===== src/rtl/mm_counter_bank_pkg.sv =====
// Shared definitions for the multi-channel counter bank.
// Holds the per-channel register indices, the CTRL bit positions and the
// packed CTRL record used by the channel and the top-level read mux.
package mm_counter_bank_pkg;

  // Register index within one channel (low two address bits).
  localparam logic [1:0] REG_COUNT  = 2'd0;
  localparam logic [1:0] REG_STEP   = 2'd1;
  localparam logic [1:0] REG_CTRL   = 2'd2;
  localparam logic [1:0] REG_STROBE = 2'd3;

  // Bit positions inside CTRL.
  localparam int CTRL_EN  = 0;
  localparam int CTRL_DIR = 1;
  localparam int CTRL_SAT = 2;
  localparam int CTRL_OVF = 3;

  // Field order makes en land on bit 0, matching the bit positions above.
  typedef struct packed {
    logic ovf;
    logic sat;
    logic dir;
    logic en;
  } ctrl_t;

endpackage


===== src/rtl/mm_counter_chan.sv =====
// One counter channel: COUNT, STEP and CTRL registers plus step arithmetic.
// Ports:
//   clk, rst_n        clock, asynchronous active-low reset
//   i_wr_count/step/ctrl  register write enables (already decoded)
//   i_strobe          one step event from a STROBE write
//   i_tick            external count event (gated by EN)
//   i_wdata           write data
//   o_count, o_step   current register values
//   o_ctrl            current CTRL record
module mm_counter_chan
  import mm_counter_bank_pkg::*;
#(
  parameter int WIDTH = 8
) (
  input  logic             clk,
  input  logic             rst_n,
  input  logic             i_wr_count,
  input  logic             i_wr_step,
  input  logic             i_wr_ctrl,
  input  logic             i_strobe,
  input  logic             i_tick,
  input  logic [WIDTH-1:0] i_wdata,
  output logic [WIDTH-1:0] o_count,
  output logic [WIDTH-1:0] o_step,
  output ctrl_t            o_ctrl
);

  logic [WIDTH-1:0] r_count;
  logic [WIDTH-1:0] r_step;
  ctrl_t            r_ctrl;

  logic [1:0]       w_n;
  logic [WIDTH+1:0] w_delta;
  logic [WIDTH+1:0] w_up;
  logic [WIDTH-1:0] w_dn;
  logic             w_ovf;
  logic [WIDTH-1:0] w_next;

  // Up to two events per cycle: a strobe write and an enabled tick.
  assign w_n = {1'b0, i_strobe} + {1'b0, i_tick & r_ctrl.en};

  always_comb begin
    w_delta = '0;
    case (w_n)
      2'd1:    w_delta = {2'b00, r_step};
      2'd2:    w_delta = {1'b0, r_step, 1'b0};
      default: w_delta = '0;
    endcase
  end

  assign w_up = {2'b00, r_count} + w_delta;
  // Down result is only needed modulo 2^WIDTH; the borrow is detected by
  // comparing magnitudes instead.
  assign w_dn = r_count - w_delta[WIDTH-1:0];

  assign w_ovf = r_ctrl.dir ? (w_delta > {2'b00, r_count})
                            : (w_up[WIDTH+1:WIDTH] != 2'b00);

  always_comb begin
    w_next = '0;
    if (r_ctrl.sat && w_ovf)
      w_next = r_ctrl.dir ? '0 : '1;
    else
      w_next = r_ctrl.dir ? w_dn : w_up[WIDTH-1:0];
  end

  always_ff @(posedge clk or negedge rst_n) begin
    if (!rst_n) begin
      r_count <= '0;
      r_step  <= WIDTH'(1);
      r_ctrl  <= '0;
    end else begin
      // A COUNT load discards any strobe/tick in the same cycle.
      if (i_wr_count)
        r_count <= i_wdata;
      else if (w_n != 2'd0)
        r_count <= w_next;

      if (i_wr_step)
        r_step <= i_wdata;

      if (i_wr_ctrl) begin
        r_ctrl.en  <= i_wdata[CTRL_EN];
        r_ctrl.dir <= i_wdata[CTRL_DIR];
        r_ctrl.sat <= i_wdata[CTRL_SAT];
      end

      // Setting the sticky flag wins over a write-1-to-clear.
      if (!i_wr_count && (w_n != 2'd0) && w_ovf)
        r_ctrl.ovf <= 1'b1;
      else if (i_wr_ctrl && i_wdata[CTRL_OVF])
        r_ctrl.ovf <= 1'b0;
    end
  end

  assign o_count = r_count;
  assign o_step  = r_step;
  assign o_ctrl  = r_ctrl;

endmodule


===== src/rtl/mm_counter_bank.sv =====
// Avalon-MM slave holding NCH independent counters.
// Ports:
//   csi_clk, rsi_reset_n        clock, asynchronous active-low reset
//   avs_s0_*                    MM slave: address {channel, reg[1:0]},
//                               write/read strobes, fixed read latency 1
//   coe_s0_tick                 per-channel count events
//   coe_s0_dout                 counter values, channel c at [c*WIDTH +: WIDTH]
//   coe_s0_ovf                  per-channel sticky overflow flags
module mm_counter_bank
  import mm_counter_bank_pkg::*;
#(
  parameter  int WIDTH  = 8,
  parameter  int NCH    = 4,
  localparam int ADDR_W = $clog2(NCH) + 2
) (
  input  logic                 csi_clk,
  input  logic                 rsi_reset_n,
  input  logic [ADDR_W-1:0]    avs_s0_address,
  input  logic                 avs_s0_write,
  input  logic [WIDTH-1:0]     avs_s0_writedata,
  input  logic                 avs_s0_read,
  output logic [WIDTH-1:0]     avs_s0_readdata,
  output logic                 avs_s0_readdatavalid,
  output logic                 avs_s0_waitrequest,
  input  logic [NCH-1:0]       coe_s0_tick,
  output logic [NCH*WIDTH-1:0] coe_s0_dout,
  output logic [NCH-1:0]       coe_s0_ovf
);

  logic [ADDR_W-1:0] w_ch;
  logic [1:0]        w_reg;
  logic              w_ch_ok;
  logic [WIDTH-1:0]  w_rd_mux;

  logic [WIDTH-1:0]  w_count [NCH];
  logic [WIDTH-1:0]  w_step  [NCH];
  ctrl_t             w_ctrl  [NCH];

  logic [WIDTH-1:0]  r_rdata;
  logic              r_rvalid;

  // Shift rather than slice so NCH=1 (no channel bits) still elaborates.
  assign w_ch    = avs_s0_address >> 2;
  assign w_reg   = avs_s0_address[1:0];
  assign w_ch_ok = int'(w_ch) < NCH;

  genvar gi;
  generate
    for (gi = 0; gi < NCH; gi++) begin : g_chan
      logic w_sel;
      assign w_sel = avs_s0_write && w_ch_ok && (w_ch == ADDR_W'(gi));

      mm_counter_chan #(.WIDTH(WIDTH)) u_chan (
        .clk        (csi_clk),
        .rst_n      (rsi_reset_n),
        .i_wr_count (w_sel && (w_reg == REG_COUNT)),
        .i_wr_step  (w_sel && (w_reg == REG_STEP)),
        .i_wr_ctrl  (w_sel && (w_reg == REG_CTRL)),
        .i_strobe   (w_sel && (w_reg == REG_STROBE)),
        .i_tick     (coe_s0_tick[gi]),
        .i_wdata    (avs_s0_writedata),
        .o_count    (w_count[gi]),
        .o_step     (w_step[gi]),
        .o_ctrl     (w_ctrl[gi])
      );

      assign coe_s0_dout[gi*WIDTH +: WIDTH] = w_count[gi];
      assign coe_s0_ovf[gi]                 = w_ctrl[gi].ovf;
    end
  endgenerate

  // Read mux sees pre-edge register values, so a same-cycle write is not
  // visible in the returned data. Out-of-range channels read as zero.
  always_comb begin
    w_rd_mux = '0;
    for (int c = 0; c < NCH; c++) begin
      if (w_ch_ok && (int'(w_ch) == c)) begin
        case (w_reg)
          REG_COUNT: w_rd_mux = w_count[c];
          REG_STEP:  w_rd_mux = w_step[c];
          REG_CTRL:  w_rd_mux = WIDTH'(w_ctrl[c]);
          default:   w_rd_mux = '0;
        endcase
      end
    end
  end

  always_ff @(posedge csi_clk or negedge rsi_reset_n) begin
    if (!rsi_reset_n) begin
      r_rdata  <= '0;
      r_rvalid <= 1'b0;
    end else begin
      r_rvalid <= avs_s0_read;
      r_rdata  <= avs_s0_read ? w_rd_mux : '0;
    end
  end

  assign avs_s0_readdata      = r_rdata;
  assign avs_s0_readdatavalid = r_rvalid;
  assign avs_s0_waitrequest   = ~rsi_reset_n;

endmodule


===== config.mk =====
export PLATFORM = sky130hd
export DESIGN_NAME = mm_counter_bank
export DESIGN_NICKNAME = d
export VERILOG_FILES = /design/src/rtl/mm_counter_bank_pkg.sv /design/src/rtl/mm_counter_chan.sv /design/src/rtl/mm_counter_bank.sv
export SDC_FILE = /design/constraint.sdc
export NUM_CORES = 1
export LEC_CHECK = 0
export ABC_CLOCK_PERIOD_IN_PS = 5600
export CAP_MARGIN = 30
export CORE_MARGIN = 4
export CORE_UTILIZATION = 45
export DETAILED_ROUTE_END_ITERATION = 8
export MAX_ROUTING_LAYER = met4
export PLACE_DENSITY = 0.65
export SLEW_MARGIN = 20
export SYNTH_ARGS = -nofsm -noshare
export SYNTH_HDL_FRONTEND = slang
export SYNTH_SLANG_ARGS = --single-unit

===== constraint.sdc =====
create_clock -name csi_clk -period 5.6 [get_ports csi_clk]
set_clock_uncertainty 0.1 [all_clocks]
set_input_delay 0.84 -clock csi_clk [delete_from_list [all_inputs] [get_ports csi_clk]]
set_output_delay 0.84 -clock csi_clk [all_outputs]
set_load 0.05 [all_outputs]

# --- Yosys cells after proc, flatten, opt, wreduce, memory -nomap -nowiden ---
# Index checks and enable logic that the tools add are counted.
word_totals:
  register_bits: 89
  inputBits: 20
  output_inout_bits: 46
  word_cells: 174
classes:
  n_addsub: 12
  n_lt_le_gt_ge: 5
  n_eq_ne: 17
  n_mux: 45
  n_bitwise: 5
  reduce_logical: 64
ops:
  columns: ["op", "count"]
  rows:
  - ["$mux 8", 25]
  - ["$pmux 8 s3", 4]
  - ["$pmux 9 s2", 4]
  - ["$logic_and 1x1->1", 41]
  - ["$add 8x9->10", 4]
  - ["$gt 9x8->1", 4]
  - ["$reduce_bool 2->1", 16]
  - ["$sub 8x8->8", 4]
  - ["$eq 2x2->1 const B", 10]
  - ["$eq 2x1->1 const B", 7]
  - ["$mux 1", 12]
  - ["$add 1x1->2", 4]
  - ["$logic_not 4->1", 2]
  - ["$and 1x1->1", 4]
  - ["$logic_not 1->1", 4]
  - ["$lt 2x3->1 const B", 1]
  - ["$logic_not 2->1", 1]
  - ["$not 1->1", 1]

# --- Depth between registers and ports, before layout ---
# Gate-level depths: netlist of run 1.
depth:
  depth_word: 14
  ltp_mapped: 20
  depth_no_buf: 15

# --- Cells and area by module ---
# Synthesis of run 1 repeated with hierarchy kept, for this count alone.
hier_totals:
  cells_unflattened: 1146
  hier_area_um2: 9674.3
by_module_without_submodules:
  columns: ["module", "n_inst", "cells_each", "area_each_um2", "seq_area_each_um2"]
  rows:
  - ["mm_counter_chan at g_chan[1].u_chan ...", 2, 261, 2125.8, 501.7]
  - ["mm_counter_chan at g_chan[0].u_chan", 1, 249, 2202.1, 501.7]
  - ["mm_counter_chan at g_chan[3].u_chan", 1, 250, 2112.0, 501.7]
  - ["mm_counter_bank", 1, 125, 1108.6, 225.2]

# --- Worst setup path after synthesis of run 1 ---
# Ideal clock, no wire load.
synth_path:
  path_type: "input to register"
  from: "input port avs_s0_address[0]"
  to: "register g_chan[3].u_chan.r_count[7]"
  setup_ns: 0.137
  t_arrival_ns: 4.631
  t_required_ns: 5.363
  setup_slack_ns: 0.732
  path_stages: 19
  cell_sequence: "buf_2 -> clkbuf_1 -> buf_2 -> and3_1 -> nand3_1 -> ha_1 -> clkbuf_1 -> clkbuf_1 -> or2_2 -> inv_1 -> ha_1 -> buf_4 -> nor2_1 -> o21ai_1 -> a21o_1 -> o41a_1 -> o31ai_4 -> a2111o_1 -> nand3_1"
synth_between:
  elab_chain_cells: 12
  word_cells_on_any_way: 20
  classes_between: "3 x add/sub; 1 x order compare; 3 x eq/ne; 6 x mux; 7 x reduce/logical"
synth_lines:
  columns: ["element", "line", "source"]
  rows:
  - ["start, declared", "mm_counter_bank.sv:18", "input logic [ADDR_W-1:0] avs_s0_address,"]
  - ["$eq 2x2->1", "mm_counter_bank.sv:59", ".i_strobe (w_sel && (w_reg == REG_STROBE)),"]
  - ["$logic_and 1x1->1", "mm_counter_bank.sv:59", null]
  - ["$add 1x1->2", "mm_counter_chan.sv:40", "assign w_n = {1'b0, i_strobe} + {1'b0, i_tick & r_ctrl.en};"]
  - ["$eq 2x2->1 / $eq 2x1->1 (equally long branches)", "mm_counter_chan.sv:44", "case (w_n)"]
  - ["$pmux 9 s2", "mm_counter_chan.sv:44", null]
  - ["$add 8x9->10", "mm_counter_chan.sv:51", "assign w_up = {2'b00, r_count} + w_delta;"]
  - ["$reduce_bool 2->1", "mm_counter_chan.sv:57", ": (w_up[WIDTH+1:WIDTH] != 2'b00);"]
  - ["$mux 1", "mm_counter_chan.sv:56", "assign w_ovf = r_ctrl.dir ? (w_delta > {2'b00, r_count})"]
  - ["$logic_and 1x1->1", "mm_counter_chan.sv:61", "if (r_ctrl.sat && w_ovf)"]
  - ["$mux 8", "mm_counter_chan.sv:61", null]
  - ["$mux 8", "mm_counter_chan.sv:76", "else if (w_n != 2'd0)"]
  - ["$mux 8", "mm_counter_chan.sv:74", "if (i_wr_count)"]
  - ["end signal, assigned", "mm_counter_chan.sv:75", "r_count <= i_wdata;"]
  - ["end signal, assigned", "mm_counter_chan.sv:77", "r_count <= w_next;"]
  - ["end, declared", "mm_counter_chan.sv:28", "logic [WIDTH-1:0] r_count;"]
# Several ways; a longest one is shown, not always the timed one. The select of a mux whose other input is x is not followed.
# A chain may end at the register's enable or synchronous reset.

# --- Worst setup path in the final report of run 1 ---
layout_path:
  from: "input port avs_s0_address[3]"
  to: "register g_chan[1].u_chan.r_count[4]"
layout_between:
  elab_chain_cells: 14
  word_cells_on_any_way: 22
  classes_between: "3 x add/sub; 2 x order compare; 3 x eq/ne; 6 x mux; 8 x reduce/logical"
layout_lines:
  columns: ["element", "line", "source"]
  rows:
  - ["$lt 2x3->1", "mm_counter_bank.sv:45", "assign w_ch_ok = int'(w_ch) < NCH;"]
  - ["$logic_and 1x1->1", "mm_counter_bank.sv:51", "assign w_sel = avs_s0_write && w_ch_ok && (w_ch == ADDR_W'(gi));"]
  - ["$logic_and 1x1->1 *", "mm_counter_bank.sv:51", null]
  - ["$logic_and 1x1->1", "mm_counter_bank.sv:59", null]
  - ["$add 1x1->2", "mm_counter_chan.sv:40", null]
  - ["$eq 2x2->1 / $eq 2x1->1 (equally long branches)", "mm_counter_chan.sv:44", null]
  - ["$pmux 9 s2", "mm_counter_chan.sv:44", null]
  - ["$add 8x9->10", "mm_counter_chan.sv:51", null]
  - ["$reduce_bool 2->1", "mm_counter_chan.sv:57", null]
  - ["$mux 1", "mm_counter_chan.sv:56", null]
  - ["$logic_and 1x1->1", "mm_counter_chan.sv:61", null]
  - ["$mux 8", "mm_counter_chan.sv:61", null]
  - ["$mux 8", "mm_counter_chan.sv:76", null]
  - ["$mux 8", "mm_counter_chan.sv:74", null]
  - ["end signal, assigned", "mm_counter_chan.sv:75", null]
  - ["end signal, assigned", "mm_counter_chan.sv:77", null]
  - ["end, declared", "mm_counter_chan.sv:28", null]
# Mark *: on every way between the ends. The rest lies on a longest branch, timed or not. The select of a mux whose other input is x is not followed.

==> results of run 1 <==
## metrics by stage
stage               cells  instance area [µm²]
finish               1391                10330
global route         1391                10330
CTS                  1390                10320
detailed placement   1374                10010
global placement     1374                10010
floorplan            1084                 9205
## cells in the final DEF, fill, tap and decap left out, drive strengths merged, types with 5 or more instances in the layout
master,synthesis,final
nand2,56,56
a21oi,90,90
a221o,5,5
o21ai,62,62
nand2b,19,19
nand4,5,5
a21o,17,17
dfrtp,85,85
a31oi,9,9
nor2b,25,25
mux2i,31,31
a221oi,6,6
o31ai,12,12
nor2,94,94
fa,8,8
buf,25,15
o22ai,9,9
o211ai,8,8
inv,96,97
and3,12,12
clkdlybuf4s50,0,64
o311ai,6,6
clkbuf,33,10
or2,27,27
xnor2,17,17
nor3,20,20
o21a,12,12
mux2,40,40
a22oi,29,29
clkinv,2,6
ha,108,108
and2,7,7
xor2,7,7
a211oi,5,5
a2111oi,5,5
nand3,24,24
## sequential cells by signal, summed over array words and instances, names as in the netlist
name                   cells
g_chan.u_chan.o_ctrl      16
avs_s0_readdatavalid       1
g_chan.u_chan.o_step      32
g_chan.u_chan.o_count     32
avs_s0_readdata            8
## layer usage
| metal | GRT usage | wire length (µm) | vias to the layer above |
|---|---|---|---|
| met5 | - | 0 | - |
| met4 | 0.06709 | 582 | 0 |
| met3 | 0.03321 | 1260 | 45 |
| met2 | 0.3874 | 12550 | 230 |
| met1 | 0.3262 | 12280 | 3965 |
| li1 | - | - | 3909 |
## power breakdown
group | internal [mW] | switching (mW) | total (mW)
registers | 0.851 | 0.372 | 1.22
clock network | 0.364 | 0.279 | 0.643
logic | 1.04 | 1.59 | 2.62
## area by class of cell
| class | count | area [µm²] |
|---|---|---|
| fillers | 1974 | 9839 |
| multi-input cells | 839 | 6322 |
| flip-flops and latches | 89 | 2232 |
| repair buffers | 79 | 753.2 |
| inverters | 98 | 367.9 |
| well taps | 270 | 337.8 |
| clock buffers | 10 | 239.0 |
| clock inverters | 6 | 77.57 |
## worst max-delay path, stage by stage
cell and delay [ns]:
sky130_fd_sc_hd__clkdlybuf4s50_1 0.47, sky130_fd_sc_hd__nand2b_1 0.31, sky130_fd_sc_hd__or2_2 0.35, sky130_fd_sc_hd__ha_1 0.31, sky130_fd_sc_hd__buf_4 0.21, sky130_fd_sc_hd__or2_2 0.32, sky130_fd_sc_hd__inv_1 0.09, sky130_fd_sc_hd__ha_1 0.32
sky130_fd_sc_hd__and3_4 0.23, sky130_fd_sc_hd__o21a_1 0.12, sky130_fd_sc_hd__a2111oi_2 0.41, sky130_fd_sc_hd__nor3b_2 0.15, sky130_fd_sc_hd__a2111oi_0 0.54, sky130_fd_sc_hd__o32ai_1 0.18, sky130_fd_sc_hd__o21ai_0 0.19
## kinds of logic (layout without fill, tap and decap cells)
group	Yosys count	count (layout)	share of synthesized area
AO/OA/AOI/OAI	317	317	0.2384
AND/OR/NAND/NOR	307	307	0.1690
buffers and inverters	156	193	0.07068
adder cells (fa/ha/maj)	116	116	0.1642
flip-flops	89	89	0.2425
multiplexers	75	75	0.09243
XOR/XNOR	24	24	0.02284
## worst paths after layout
path                                                   startpoint  slack [ns]  cells after the start                                 endpoint
hold / removal                                        rsi_reset_n        0.39                      1  g_chan[2].u_chan.o_count[6]$_DFFE_PN0P_
max in group asynchronous                             rsi_reset_n        3.99                      2  g_chan[0].u_chan.o_count[2]$_DFFE_PN0P_
setup reg to reg           g_chan[2].u_chan.o_ctrl[0]$_DFFE_PN0P_        1.71                     12  g_chan[2].u_chan.o_count[2]$_DFFE_PN0P_
min in group csi_clk       g_chan[3].u_chan.o_ctrl[0]$_DFFE_PN0P_        0.43                      1   g_chan[3].u_chan.o_ctrl[0]$_DFFE_PN0P_
setup / recovery                                avs_s0_address[3]        0.74                     15  g_chan[1].u_chan.o_count[4]$_DFFE_PN0P_
hold reg to reg            g_chan[3].u_chan.o_ctrl[0]$_DFFE_PN0P_        0.43                      1   g_chan[3].u_chan.o_ctrl[0]$_DFFE_PN0P_
==> Flow_metrics.wiki, run 1 <==
{| class="wikitable"
! Metric !! Value
|-
| Primary flip-flop cell chosen by synthesis mapping || sky130_fd_sc_hd__dfrtp_1
|-
| Routed length per placed instance || 19.18 µm
|-
| Portion of the clock cycle consumed by the worst path in the final layout || 0.8673
|-
| Dominant cell by count in the synthesized netlist || sky130_fd_sc_hd__ha_1
|-
| Clk pin slew, worst setup/hold paths || 0.07 ns
|-
| TritonCTS clock tree || yes
|-
| Area delta synth->final || 12.22%
|-
| Setup slack of the critical path after layout || 0.7431 ns
|-
| CTS Buffer Depth || 2
|-
| RSZ-0062 raised after global routing || no
|-
| Outcome || finished, final reports clean
|-
| Final Hold Fails || 0
|-
| Vias post-DR || 8,149
|-
| First-pass GRT wire length || 42,730 µm
|-
| Flop and latch count out of synthesis || 89
|-
| Via count of the first global-routing pass || 7,926
|-
| Overall routing resource usage || 0.2430
|-
| Final total power || 4.491 mW
|-
| Area of the core || 20,170 µm²
|-
| Number of enable flip-flop cells after synthesis || 0
|-
| Hold-fix buffers at CTS || 0
|-
| Die Y || 151.0 µm
|-
| H-tree depth || 3
|-
| Syn_nets || 1,220
|-
| Top cell type by total area after synthesis || sky130_fd_sc_hd__dfrtp_1
|-
| Synthesized cell area || 9205 µm²
|-
| Largest fanout on the critical path || 10
|-
| Startpoint types || input port
|-
| Number of max-capacitance violations reported || 0
|-
| Clock buffer count from CTS || 9
|-
| Worst Setup Slack post-DPL || 0.4171 ns
|-
| Worst-Margin Slew || 0.7836 ns
|-
| Clock latency on the worst-skew pair || 0.36 ns
|-
| Die width || 151.0 µm
|-
| Initial core utilization || 0.4564
|-
| Final net count || 1,252
|-
| Post-CTS setup buffer count || 0
|-
| Avg Inst Size Synth || 8.492 µm²
|-
| Gate count of the mapped netlist || 1,084
|-
| Type of the worst setup path || in2reg
|-
| Via count normalized by instance count || 5.858
|-
| Number of instances resized during post-cts repair || 0
|-
| Total Routed Length || 26,670 µm
|-
| Clk sink count || 89
|-
| Row Count || 52
|-
| Required time reported for the critical path endpoint || 5.77 ns
|-
| Number of diodes || 0
|-
| Sequential share of the synthesized area || 0.2425
|-
| Rel. slew slack || 0.4757
|-
| Maximum achievable frequency || 205.9 MHz
|-
| Largest net degree at the start of global routing || 47
|-
| Final Util || 0.5122
|-
| Clock tree root driver cell || sky130_fd_sc_hd__clkbuf_16
|-
| Count of input and output buffers || 65
|-
| Ratio of cells with drive above 1 in the final layout || 0.1195
|-
| Async S/R FF share, synth || 1.000
|-
| Kind of end point of the critical path || flip-flop
|-
| Final total negative setup slack || 0 ns
|-
| Post-synthesis cell type count || 90
|-
| Post-detailed-placement half-perimeter wirelength || 20,590 µm
|-
| Synth top area cells || sky130_fd_sc_hd__dfrtp_1 (23%), sky130_fd_sc_hd__ha_1 (15%), sky130_fd_sc_hd__a21oi_1 (4.9%)
|-
| Number of antenna violations at the first check in global routing || 0
|-
| Final weighted congestion of routability-driven global placement || 0.9696
|-
| Total leakage power || 4.698 nW
|-
| Iteration count of the initial detailed-routing pass || 5
|-
| Max-slew violation total from the final report || 0
|-
| Yosys Warn Count || 0
|-
| IR drop worst, VDD || 0.0002475 V
|-
| Final setup violation count || 0
|-
| Worst hold-check path type || in2async
|-
| P per Cell Area || 434.8 nW/µm²
|-
| Iteration-0 DRC Markers || 587
|-
| Die Footprint || 22,810 µm²
|-
| DRC violations left || 0
|-
| Remaining number of nets flagged by the antenna check after routing || 0
|-
| GR Overflow Total || 0
|-
| CP Data Arrival Time || 5.02 ns
|-
| Worst Hold Slack || 0.3944 ns
|-
| Clock period minus final worst setup slack || 4.857 ns
|-
| Ranking of synthesized cells by instance count || sky130_fd_sc_hd__ha_1 (108), sky130_fd_sc_hd__inv_1 (96), sky130_fd_sc_hd__nor2_1 (93), sky130_fd_sc_hd__a21oi_1 (90), sky130_fd_sc_hd__dfrtp_1 (85)
|-
| Area share of the largest cell type after synthesis || 0.2311
|-
| Count of pins on the block boundary || 66
|}
Note: power is estimated with default switching activity, not from simulation.
==> run 2: changes to the inputs <==
- GPL_TIMING_DRIVEN: not set -> 0
==> run 2 against run 1 <==
Against the previous run:
- die area unchanged
- maximum frequency decreased by 8.8%
- total power grew 4.0%
- via count grew 1.9%
- largest power group unchanged
==> Flow_metrics.wiki, run 2 (synthesis results as in run 1) <==
{| class="wikitable"
! Metric !! Value
|-
| Die Footprint || 22,810 µm²
|-
| Post-detailed-placement half-perimeter wirelength || 21,130 µm
|-
| Final weighted congestion of routability-driven global placement || 0.9087
|-
| Clock tree root driver cell || sky130_fd_sc_hd__clkbuf_16
|-
| Total Routed Length || 27,500 µm
|-
| Final Util || 0.5241
|-
| Fraction of power spent switching nets || 0.4834
|-
| Ratio of cells with drive above 1 in the final layout || 0.1265
|-
| Final Hold Fails || 0
|-
| Outcome || finished, final reports clean
|-
| Number of max-capacitance violations reported || 0
|-
| Clock period minus final worst setup slack || 5.324 ns
|-
| Worst reg2reg startpoint || g_chan[2].u_chan.o_ctrl[0]$_DFFE_PN0P_
|-
| Overall routing resource usage || 0.2517
|-
| Required time reported for the critical path endpoint || 5.78 ns
|-
| Iteration-0 DRC Markers || 742
|-
| Rel. slew slack || 0.5031
|-
| Largest fanout on the critical path || 10
|-
| Area of the core || 20,170 µm²
|-
| Remaining number of nets flagged by the antenna check after routing || 0
|-
| Kind of end point of the critical path || flip-flop
|-
| Final net count || 1,293
|-
| Commonest non-fill, non-tap cell in the layout || sky130_fd_sc_hd__ha_1
|-
| Vias post-DR || 8,305
|-
| Hold-fix buffers at CTS || 0
|-
| CP Data Arrival Time || 5.50 ns
|-
| CP Launch Point || avs_s0_address[1]
|-
| First-pass GRT wire length || 43,980 µm
|-
| Routed length per placed instance || 19.20 µm
|-
| Die Y || 151.0 µm
|-
| Cell-internal power || 2.414 mW
|-
| Clock latency on the worst-skew pair || 0.35 ns
|-
| Final setup violation count || 0
|-
| Final total power || 4.673 mW
|-
| Number of antenna violations at the first check in global routing || 0
|-
| Number of diodes || 0
|-
| Largest net degree at the start of global routing || 78
|-
| Number of instances resized during post-cts repair || 0
|-
| Worst Hold Slack || 0.1997 ns
|-
| Type of the worst setup path || in2reg
|-
| Worst-Margin Slew || 0.7426 ns
|-
| Via count normalized by instance count || 5.800
|-
| Initial core utilization || 0.4564
|-
| Worst hold-check path type || in2async
|-
| H-tree depth || 3
|-
| Row Count || 52
|-
| Final-layout fill cell count || 1,925
|-
| CTS Buffer Depth || 2
|-
| Switching component of the power || 2.259 mW
|-
| Via count of the first global-routing pass || 8,204
|-
| RSZ-0062 raised after global routing || no
|-
| Clk pin slew, worst setup/hold paths || 0.07 ns
|-
| Die width || 151.0 µm
|-
| Startpoint types || input port
|-
| Most frequent cells in the layout || sky130_fd_sc_hd__ha_1 (108), sky130_fd_sc_hd__inv_1 (96), sky130_fd_sc_hd__nor2_1 (93)
|-
| Clk sink count || 89
|-
| P per Cell Area || 442.1 nW/µm²
|-
| Buffering stage count on the worst path with inverters included || 5
|-
| Count of pins on the block boundary || 66
|-
| Delay contributed by the slowest stage of the critical path || 0.46 ns
|-
| Number of cells in the design after placement || 1,418
|-
| Portion of the clock cycle consumed by the worst path in the final layout || 0.9507
|-
| Crit path cell chain || clkbuf_1 > buf_2 > buf_2 > and3_1 > nand2_1 > inv_1 > ha_1 > clkbuf_1 > and3b_1 > ha_1 > fa_1 > nor2b_1 > o311ai_0 > a21oi_1 > o221ai_2 > o211ai_2 > a221o_1 > a21oi_1
|-
| Clock buffer count from CTS || 9
|-
| Total leakage power || 4.816 nW
|-
| Count of input and output buffers || 63
|-
| DRC violations left || 0
|-
| Post-CTS setup buffer count || 0
|-
| Register share of total power || 0.255
|-
| Cell family with the largest share of critical-path delay || compound AO/OA/AOI/OAI gates
|-
| Iteration count of the initial detailed-routing pass || 5
|-
| TritonCTS clock tree || yes
|-
| Portion of total power attributed to combinational logic || 0.580
|-
| GR Overflow Total || 0
|-
| Final std cells w/o fill || 1,432
|-
| Clock power share || 0.165
|-
| Critical path's slowest cell || sky130_fd_sc_hd__o311ai_0
|-
| IR drop worst, VDD || 0.0002355 V
|-
| Maximum achievable frequency || 187.8 MHz
|-
| Max-slew violation total from the final report || 0
|-
| Area delta synth->final || 14.84%
|}
[run 2: path summary, 6_finish.rpt]
kind | slack, ns | cells after the start | endpoint
max | 0.28 | 18 | g_chan[2].u_chan.o_count[2]$_DFFE_PN0P_
min | 0.20 | 1 | g_chan[1].u_chan.o_count[6]$_DFFE_PN0P_
max reg2reg | 1.33 | 15 | g_chan[2].u_chan.o_count[2]$_DFFE_PN0P_
min reg2reg | 0.43 | 1 | g_chan[0].u_chan.o_ctrl[3]$_DFFE_PN0P_
max in group asynchronous | 4.56 | 2 | g_chan[0].u_chan.o_step[0]$_DFFE_PN1P_
min in group csi_clk | 0.43 | 1 | g_chan[0].u_chan.o_ctrl[3]$_DFFE_PN0P_
[run 2: power groups by stage]
stage | clock network, mW | logic [mW] | registers, mW
5_1_grt | 0.806 | 2.97 | 1.22
3_3_place_gp | 0 | 2.65 | 1.20
6_report | 0.771 | 2.71 | 1.19
2_1_floorplan | 0 | 1.59 | 1.49
4_1_cts | 0.780 | 2.70 | 1.19
3_5_place_dp | 0 | 2.68 | 1.20
[run 2: metal layers]
| layer | track usage | vias up | routed length (µm) |
|---|---|---|---|
| met5 | - | - | 0 |
| met4 | 0.06437 | 0 | 617 |
| met3 | 0.03770 | 40 | 1346 |
| met2 | 0.3979 | 245 | 12820 |
| met1 | 0.3407 | 4040 | 12720 |
| li1 | - | 3980 | - |
[run 2: cell type report]
class / count / area (µm²) / share of cell area
clock buffer: 9 / 225.2 / 0.02130
clock inverter: 7 / 146.4 / 0.01385
timing repair buffer: 64 / 659.4 / 0.06237
buffer: 56 / 275.3 / 0.02604
sequential: 89 / 2232 / 0.2111
inverter: 98 / 367.9 / 0.03480
multi-input combinational: 839 / 6327 / 0.5985
tap: 270 / 337.8 / 0.03196
[run 2: worst reg2reg max path, cell delays in order (launching register included)]
cell                       delay [ns]
sky130_fd_sc_hd__dfrtp_1         0.40
sky130_fd_sc_hd__and2_1          0.18
sky130_fd_sc_hd__inv_1           0.06
sky130_fd_sc_hd__ha_1            0.14
sky130_fd_sc_hd__clkbuf_1        0.35
sky130_fd_sc_hd__clkbuf_1        0.38
sky130_fd_sc_hd__or2_2           0.22
sky130_fd_sc_hd__inv_1           0.11
sky130_fd_sc_hd__fa_1            0.44
sky130_fd_sc_hd__nor2b_1         0.17
sky130_fd_sc_hd__o311ai_0        0.46
sky130_fd_sc_hd__a21oi_1         0.17
sky130_fd_sc_hd__o221ai_2        0.31
sky130_fd_sc_hd__o211ai_2        0.20
sky130_fd_sc_hd__a221o_1         0.39
sky130_fd_sc_hd__a21oi_1         0.14
[run 2: stage by stage]
| stage | cell area [µm²] | setup TNS (ns) | worst slack, ns |
|---|---|---|---|
| after floorplan | 9205 | 0 | 0.7315 |
| after global placement | 10170 | -1.791 | -0.6184 |
| after detailed placement | 10200 | -1.497 | -0.1581 |
| after CTS | 10570 | 0 | 0.2015 |
| after global routing | 10570 | 0 | 0.001909 |
| final | 10570 | 0 | 0.2763 |
